==> src/rtl/water_pkg.sv <==
// Shared constants and state encoding for the drum water valve controller.
package water_pkg;

  localparam int LEVEL_W            = 10;
  localparam int DEF_TOLERANCE      = 10;
  localparam int DEF_SETTLE_CYCLES  = 4;
  localparam int DEF_MAX_RETRIES    = 2;
  localparam int DEF_MAX_SAFE_LEVEL = 900;
  // flow_error is ignored for the entry cycle of a phase and the one after it
  localparam int MASK_CYCLES        = 2;

  localparam logic MODE_FILL  = 1'b1;
  localparam logic MODE_DRAIN = 1'b0;

  typedef enum logic [2:0] {
    ST_IDLE,
    ST_DECIDE,
    ST_FILL,
    ST_DRAIN,
    ST_SETTLE,
    ST_DONE,
    ST_FAULT
  } valve_state_t;

endpackage

==> src/rtl/water_valve_controller_if.sv <==
// Sequencer/sensor/monitor side signals of the valve controller; slave = controller.
interface water_valve_controller_if #(
  parameter int LEVEL_W = water_pkg::LEVEL_W
);
  logic               start;
  logic [LEVEL_W-1:0] target_level;
  logic [LEVEL_W-1:0] water_level_sensor;
  logic               flow_error;
  logic               fill_valve;
  logic               drain_pump;
  logic               mode;
  logic               monitor_reset;
  logic               busy;
  logic               done;
  logic               fault;

  modport master (
    output start, target_level, water_level_sensor, flow_error,
    input  fill_valve, drain_pump, mode, monitor_reset, busy, done, fault
  );

  modport slave (
    input  start, target_level, water_level_sensor, flow_error,
    output fill_valve, drain_pump, mode, monitor_reset, busy, done, fault
  );
endinterface

==> src/rtl/wm_cycle_timer.sv <==
// Loadable down-counter that saturates at zero; expired while the count is zero.
module wm_cycle_timer #(
  parameter int W = 3
) (
  input  logic         clk,
  input  logic         reset,
  input  logic         load_i,
  input  logic [W-1:0] load_val_i,
  output logic         expired_o
);
  logic [W-1:0] cnt_q, cnt_d;

  always_comb begin
    cnt_d = cnt_q;
    if (load_i)              cnt_d = load_val_i;
    else if (cnt_q != '0)    cnt_d = cnt_q - W'(1);
  end

  always_ff @(posedge clk) begin
    if (reset) cnt_q <= '0;
    else       cnt_q <= cnt_d;
  end

  assign expired_o = (cnt_q == '0);
endmodule

==> src/rtl/water_valve_controller.sv <==
// Drives fill valve / drain pump toward a latched target level with bounded retry and sticky fault.
// Define OVERFLOW_GUARD_EN to add the MAX_SAFE_LEVEL overflow cut-off and target clamp.
module water_valve_controller #(
  parameter int LEVEL_W        = water_pkg::LEVEL_W,
  parameter int TOLERANCE      = water_pkg::DEF_TOLERANCE,
  parameter int SETTLE_CYCLES  = water_pkg::DEF_SETTLE_CYCLES,
  parameter int MAX_RETRIES    = water_pkg::DEF_MAX_RETRIES,
  parameter int MAX_SAFE_LEVEL = water_pkg::DEF_MAX_SAFE_LEVEL
) (
  input  logic clk,
  input  logic reset,
  water_valve_controller_if.slave vif
);
  import water_pkg::*;

`ifdef OVERFLOW_GUARD_EN
  localparam logic GUARD_EN = 1'b1;
`else
  localparam logic GUARD_EN = 1'b0;
`endif

  localparam int TMAX = (SETTLE_CYCLES > MASK_CYCLES) ? SETTLE_CYCLES : MASK_CYCLES;
  localparam int TW   = $clog2(TMAX + 1);
  localparam int RW   = (MAX_RETRIES > 0) ? $clog2(MAX_RETRIES + 1) : 1;

  localparam logic [LEVEL_W:0]   TOL_E       = (LEVEL_W+1)'(TOLERANCE);
  localparam logic [LEVEL_W-1:0] SAFE_L      = LEVEL_W'(MAX_SAFE_LEVEL);
  localparam logic [TW-1:0]      MASK_LOAD   = TW'(MASK_CYCLES);
  localparam logic [TW-1:0]      SETTLE_LOAD = TW'(SETTLE_CYCLES - 1);

  valve_state_t       state_q, state_d;
  logic [LEVEL_W-1:0] tgt_q, tgt_d, tgt_in;
  logic [RW-1:0]      retry_q, retry_d;
  logic               mode_q, mode_d;
  logic               fill_q, fill_d, drain_q, drain_d, mon_rst_q, mon_rst_d;
  logic               busy_q, busy_d, done_q, done_d, fault_q, fault_d;

  logic [LEVEL_W:0]   lvl_e, tgt_e;
  logic               need_fill, need_drain, over_level, retry_ok, take_retry;
  logic               timer_load, timer_exp, err_live;
  logic [TW-1:0]      timer_val;

  // One extra bit so that level+TOLERANCE and tgt+TOLERANCE never wrap
  assign lvl_e      = {1'b0, vif.water_level_sensor};
  assign tgt_e      = {1'b0, tgt_q};
  assign need_fill  = (lvl_e + TOL_E) < tgt_e;
  assign need_drain = lvl_e > (tgt_e + TOL_E);
  assign over_level = GUARD_EN && (vif.water_level_sensor > SAFE_L);
  assign tgt_in     = (GUARD_EN && (vif.target_level > SAFE_L)) ? SAFE_L : vif.target_level;
  assign retry_ok   = retry_q < RW'(MAX_RETRIES);
  assign err_live   = vif.flow_error && timer_exp;

  always_comb begin
    state_d    = state_q;
    tgt_d      = tgt_q;
    retry_d    = retry_q;
    mode_d     = mode_q;
    take_retry = 1'b0;
    case (state_q)
      ST_IDLE, ST_FAULT: begin
        if (vif.start) begin
          tgt_d   = tgt_in;
          retry_d = '0;
          state_d = ST_DECIDE;
        end
      end
      ST_DECIDE: begin
        if (need_fill) begin
          state_d = ST_FILL;
          mode_d  = MODE_FILL;
        end else if (need_drain) begin
          state_d = ST_DRAIN;
          mode_d  = MODE_DRAIN;
        end else begin
          state_d = ST_DONE;
        end
      end
      ST_FILL: begin
        if (over_level)          state_d = ST_FAULT;
        else if (err_live)       take_retry = 1'b1;
        else if (lvl_e >= tgt_e) state_d = ST_SETTLE;
      end
      ST_DRAIN: begin
        if (err_live)            take_retry = 1'b1;
        else if (lvl_e <= tgt_e) state_d = ST_SETTLE;
      end
      ST_SETTLE: begin
        if (timer_exp) begin
          if (!need_fill && !need_drain) state_d = ST_DONE;
          else                           take_retry = 1'b1;
        end
      end
      ST_DONE: state_d = ST_IDLE;
      default: state_d = ST_IDLE;
    endcase
    if (take_retry) begin
      if (retry_ok) begin
        retry_d = retry_q + RW'(1);
        state_d = ST_DECIDE;
      end else begin
        state_d = ST_FAULT;
      end
    end
  end

  // Outputs are registered from the state being entered, so they line up with state_q
  always_comb begin
    fill_d     = (state_d == ST_FILL) && !over_level;
    drain_d    = (state_d == ST_DRAIN);
    mon_rst_d  = (state_d != state_q) && ((state_d == ST_FILL) || (state_d == ST_DRAIN));
    busy_d     = (state_d != ST_IDLE) && (state_d != ST_FAULT);
    done_d     = (state_d == ST_DONE);
    fault_d    = (state_d == ST_FAULT);
    timer_load = (state_d != state_q) &&
                 ((state_d == ST_FILL) || (state_d == ST_DRAIN) || (state_d == ST_SETTLE));
    timer_val  = (state_d == ST_SETTLE) ? SETTLE_LOAD : MASK_LOAD;
  end

  wm_cycle_timer #(.W(TW)) u_timer (
    .clk        (clk),
    .reset      (reset),
    .load_i     (timer_load),
    .load_val_i (timer_val),
    .expired_o  (timer_exp)
  );

  always_ff @(posedge clk) begin
    if (reset) begin
      state_q   <= ST_IDLE;
      tgt_q     <= '0;
      retry_q   <= '0;
      mode_q    <= MODE_FILL;
      fill_q    <= 1'b0;
      drain_q   <= 1'b0;
      mon_rst_q <= 1'b0;
      busy_q    <= 1'b0;
      done_q    <= 1'b0;
      fault_q   <= 1'b0;
    end else begin
      state_q   <= state_d;
      tgt_q     <= tgt_d;
      retry_q   <= retry_d;
      mode_q    <= mode_d;
      fill_q    <= fill_d;
      drain_q   <= drain_d;
      mon_rst_q <= mon_rst_d;
      busy_q    <= busy_d;
      done_q    <= done_d;
      fault_q   <= fault_d;
    end
  end

  assign vif.fill_valve    = fill_q;
  assign vif.drain_pump    = drain_q;
  assign vif.mode          = mode_q;
  assign vif.monitor_reset = mon_rst_q;
  assign vif.busy          = busy_q;
  assign vif.done          = done_q;
  assign vif.fault         = fault_q;
endmodule

==> src/flat_wrapper.sv <==
// flat-port wrapper written by rule: the top's interface ports become plain ports
module water_valve_controller_flat import water_pkg::*;
#(
  parameter int LEVEL_W        = water_pkg::LEVEL_W,
  parameter int TOLERANCE      = water_pkg::DEF_TOLERANCE,
  parameter int SETTLE_CYCLES  = water_pkg::DEF_SETTLE_CYCLES,
  parameter int MAX_RETRIES    = water_pkg::DEF_MAX_RETRIES,
  parameter int MAX_SAFE_LEVEL = water_pkg::DEF_MAX_SAFE_LEVEL
)
  (clk, reset, vif_start, vif_target_level, vif_water_level_sensor, vif_flow_error, vif_fill_valve, vif_drain_pump, vif_mode, vif_monitor_reset, vif_busy, vif_done, vif_fault);
  water_valve_controller_if #(.LEVEL_W(LEVEL_W)) vif_i ();
  input  logic clk;
  input  logic reset;
  input wire logic [$bits(vif_i.start)-1:0] vif_start;
  input wire logic [$bits(vif_i.target_level)-1:0] vif_target_level;
  input wire logic [$bits(vif_i.water_level_sensor)-1:0] vif_water_level_sensor;
  input wire logic [$bits(vif_i.flow_error)-1:0] vif_flow_error;
  output wire logic [$bits(vif_i.fill_valve)-1:0] vif_fill_valve;
  output wire logic [$bits(vif_i.drain_pump)-1:0] vif_drain_pump;
  output wire logic [$bits(vif_i.mode)-1:0] vif_mode;
  output wire logic [$bits(vif_i.monitor_reset)-1:0] vif_monitor_reset;
  output wire logic [$bits(vif_i.busy)-1:0] vif_busy;
  output wire logic [$bits(vif_i.done)-1:0] vif_done;
  output wire logic [$bits(vif_i.fault)-1:0] vif_fault;
  assign vif_i.start = vif_start;
  assign vif_i.target_level = vif_target_level;
  assign vif_i.water_level_sensor = vif_water_level_sensor;
  assign vif_i.flow_error = vif_flow_error;
  assign vif_fill_valve = vif_i.fill_valve;
  assign vif_drain_pump = vif_i.drain_pump;
  assign vif_mode = vif_i.mode;
  assign vif_monitor_reset = vif_i.monitor_reset;
  assign vif_busy = vif_i.busy;
  assign vif_done = vif_i.done;
  assign vif_fault = vif_i.fault;
  water_valve_controller #(.LEVEL_W(LEVEL_W), .TOLERANCE(TOLERANCE), .SETTLE_CYCLES(SETTLE_CYCLES), .MAX_RETRIES(MAX_RETRIES), .MAX_SAFE_LEVEL(MAX_SAFE_LEVEL)) u_core (.clk(clk), .reset(reset), .vif(vif_i));
endmodule
==> config.mk <==
export PLATFORM = sky130hd
export DESIGN_NAME = water_valve_controller_flat
export DESIGN_NICKNAME = d
export VERILOG_FILES = /design/src/rtl/water_pkg.sv /design/src/rtl/water_valve_controller_if.sv /design/src/rtl/wm_cycle_timer.sv /design/src/rtl/water_valve_controller.sv /design/src/flat_wrapper.sv
export SDC_FILE = /design/constraint.sdc
export NUM_CORES = 1
export LEC_CHECK = 0
export BUFFER_PORTS_ARGS = -buffer_cell sky130_fd_sc_hd__buf_2
export CORE_MARGIN = 8
export CORE_UTILIZATION = 45
export CTS_CLUSTER_DIAMETER = 30
export DETAILED_ROUTE_END_ITERATION = 10
export GPL_TIMING_DRIVEN = 0
export PLACE_DENSITY = 0.78
export SLEW_MARGIN = 20
export SYNTH_ARGS = -nofsm -noshare
export SYNTH_HDL_FRONTEND = slang
export SYNTH_SLANG_ARGS = --single-unit
==> constraint.sdc <==
create_clock -name clk -period 4.8 [get_ports clk]
set_clock_uncertainty 0.05 [all_clocks]
set_input_delay 1.44 -clock clk [delete_from_list [all_inputs] [get_ports clk]]
set_output_delay 1.44 -clock clk [all_outputs]
set_load 0.02 [all_outputs]
==> results.toml <==
[floorplan]
placementRows = 25
initial_core_util_pct = 46.9
die_h_um = 86.4
io_pins = 31
die_w_um = 86.4
die_area_sq_um = 7460
core_area_sq_um = 4750

[drt]
drt_iter0_drc = 162
ant_nets = 0
wire_per_inst_um = 14.0
viasPerCell = 5.43
first_pass_iters = 4
via_count = 1999
drc = 0
drt-total-wl_um = 5140

[timing]
timing.setup.tns_ps = 0
hold_violations = 0
finalCriticalPeriod_ps = 4650
max_slew_margin_pct = 52.3
final_max_slew_viol_count = 0
finalCritPeriodShare_pct = 97.0
setup_viol = 0
tightest_slew_ps = 716
fmax_ghz = 0.215

[worst_setup_path]
reg2reg_depth = 14
start_kind = "input port"
path_common_cell = "ha_1"
slowest_stage = "or3_1"
worstPathCellList = "buf_2, ha_1, o21ai_2, xnor2_1, ha_1, and3_4, a22o_1, a311o_1, a21oi_2, o211a_1, o31ai_2, a31oi_4, mux2_4, or3_1, a221oi_2"
path_delay_family = "compound AO/OA/AOI/OAI gates"
path_max_fanout = 5
critical-path-max-stage-delay_ps = 380
arrival_ps = 4790
path_buf_inv = 1
setup.worst_path.class = "input port to register"
end_kind = "register"
path_depth = 15
worstPathRequired_ps = 4930

[global_route]
use_met2_pct = 21.9
grt_busiest_layer = "met2"
met1_usage_pct = 18.4
antenna_found_initial = 0
grt_start_max_net_pins = 14
groute.usage.overall_pct = 13.9
use_met3_pct = 1.42
globalRouteOverflowTotal = 0
grt_pass1_vias = 1942
grt_pass1_wl_um = 8620

[power]
leakage_uw = 0.00110
p_int_uw = 682
p_switching_uw = 546
pwr-share-clk_pct = 9.7
ir_drop_uv = 326
comb_power_share_pct = 65.5
p_sw_share_pct = 44.4
p_per_area_nw_per_um2 = 480
seqPwrFrac_pct = 24.8
power_uw = 1230

[clock_tree]
clk_path_buf_depth = 2
clk_latency_ps = 260
cts_tree = "done"
cts_root_buf = "clkbuf_8"
htreeDepth = 1
clkTransAtPathRegs_ps = 80
cts.sinks = 25
cts_buffers = 3

[finish]
antennaDiodeCount = 0
syn2layout_area_growth_pct = 14.7
n_fill_cell = 460
drive_above_1_share_pct = 22.6
fin_nets = 358
fin_cells = 368

[synthesis]
synth_top_cell_area_share_pct = 22.4
yosys_register_bits = 25
netlist_top_cells_count = "33 x nor2_1, 32 x ha_1, 25 x dfxtp_1"
synth-seq-area-share_pct = 22.4
synthCells = 264
synth-edff-count = 0
ys_warn_count = 0
synth_fp_nets = 320
synthesis.area_sq_um = 2230
synthArstFlopShare_pct = 0
synth_area_per_cell_sq_um = 8.45
ys.flop_type = "dfxtp_1"
synth_cell_types = 62
synth_area_leaders = "dfxtp_1 22%, ha_1 18%, nor2_1 5.6%"
yosysMostFrequentCell = "nor2_1"
synth_top_cell_by_area = "dfxtp_1"

[worst_hold_path]
hp-class = "register to register"
min_delay_path_depth = 2

[placement]
dp.cells = 361
io_buffer_count = 30
gp_congestion = 0.865
dpl.hpwl_um = 4240

[status]
outcome = "finished clean"

[flow_run]
max_cap_violations = 0
tightest hold or removal path, cell delays in order (launching register included):
cell and delay (ps):
dfxtp_1 320, nand3b_1 90, a21oi_1 70
power groups by stage:
stage	clock network, uW	logic (uW)	registers [uW]
3_5_place_dp	0	762	308
4_1_cts	123	771	304
2_1_floorplan	0	588	321
5_1_grt	133	899	311
3_3_place_gp	0	739	306
6_report	119	805	304
state kept, by name, summed over array words and instances (netlist names):
signal / count
u_core.retry_q: 2
u_core.vif.fill_valve: 1
u_core.vif.mode: 1
u_core.vif.drain_pump: 1
u_core.tgt_q: 10
u_core.u_timer.cnt_q: 3
u_core.vif.done: 1
u_core.vif.fault: 1
u_core.vif.monitor_reset: 1
u_core.state_q: 3
u_core.vif.busy: 1
cell families (layout without fill, tap and decap cells):
group / count (synthesis) / count (layout) / synth area share (%)
XOR/XNOR: 16 / 16 / 6.29
adder cells (fa/ha/maj): 32 / 32 / 18.0
flip-flops: 25 / 25 / 22.4
multiplexers: 12 / 12 / 5.67
AND/OR/NAND/NOR: 95 / 95 / 22.4
buffers and inverters: 28 / 65 / 5.16
AO/OA/AOI/OAI: 56 / 56 / 20.0
cell usage in the layout (no fill, tap or decap), types with 2 or more instances in the layout:
cell type,n
a21o_1,2
nor2_1,33
or3_1,2
nand4_1,7
dfxtp_1,25
a31oi_1,2
a211oi_1,2
buf_4,5
o21ai_1,3
a21oi_1,13
xnor2_1,14
clkbuf_8,3
and3_1,3
xor2_1,2
a21o_2,2
inv_1,21
mux2i_1,10
nand3b_1,2
a22oi_1,2
or4_1,3
a21oi_2,3
o21ai_0,5
buf_2,32
nor3_1,6
clkbuf_1,3
nand2_1,19
a221o_1,2
nand2b_1,3
and3_2,2
ha_1,32
nor2b_1,3
layer usage:
layer,routed length [um],vias to the layer above
li1,-,1023
met1,2560,926
met2,2340,46
met3,157,4
met4,76,0
met5,0,-
stage by stage:
stage | setup WS (ps) | cell area (sq um) | util, % | hold WS, ps
2_1_floorplan | 5.90 | 2230 | - | 411
3_3_place_gp | -435 | 2460 | 51.8 | 421
3_5_place_dp | -534 | 2460 | 51.8 | 444
4_1_cts | 25.5 | 2520 | 53.1 | 474
5_1_grt | -13.4 | 2560 | 53.8 | 490
6_report | 145 | 2560 | 53.8 | 473
layout make-up:
class	count	area (sq um)	share of cell area (%)
multi-input combinational	211	1640	64.1
inverter	22	82.6	3.23
sequential	25	500	19.6
timing repair buffer	33	173	6.75
buffer	6	32.5	1.27
tap	67	83.8	3.28
clock buffer	4	45.0	1.76
path summary, 6_finish.rpt:
kind,startpoint,endpoint,slack (ps)
worst min-delay path,u_core.retry_q[0],u_core.retry_q[1],470
worst min register to register,u_core.retry_q[0],u_core.retry_q[1],470
worst max register to register,u_core.tgt_q[1],u_core.u_timer.cnt_q[0],1030
worst max-delay path,vif_water_level_sensor[1],u_core.u_timer.cnt_q[0],150
timing repair:
action | 4_1_cts | 5_1_grt
hold buffers | 0 | 0
pin swaps | 1 | 5
endpoints found under the hold margin | 0 | 0
resized for setup | 3 | 4
setup buffers | 1 | 2
endpoints found under the setup margin | 2 | 1
Power figures use the tool's default switching activity.
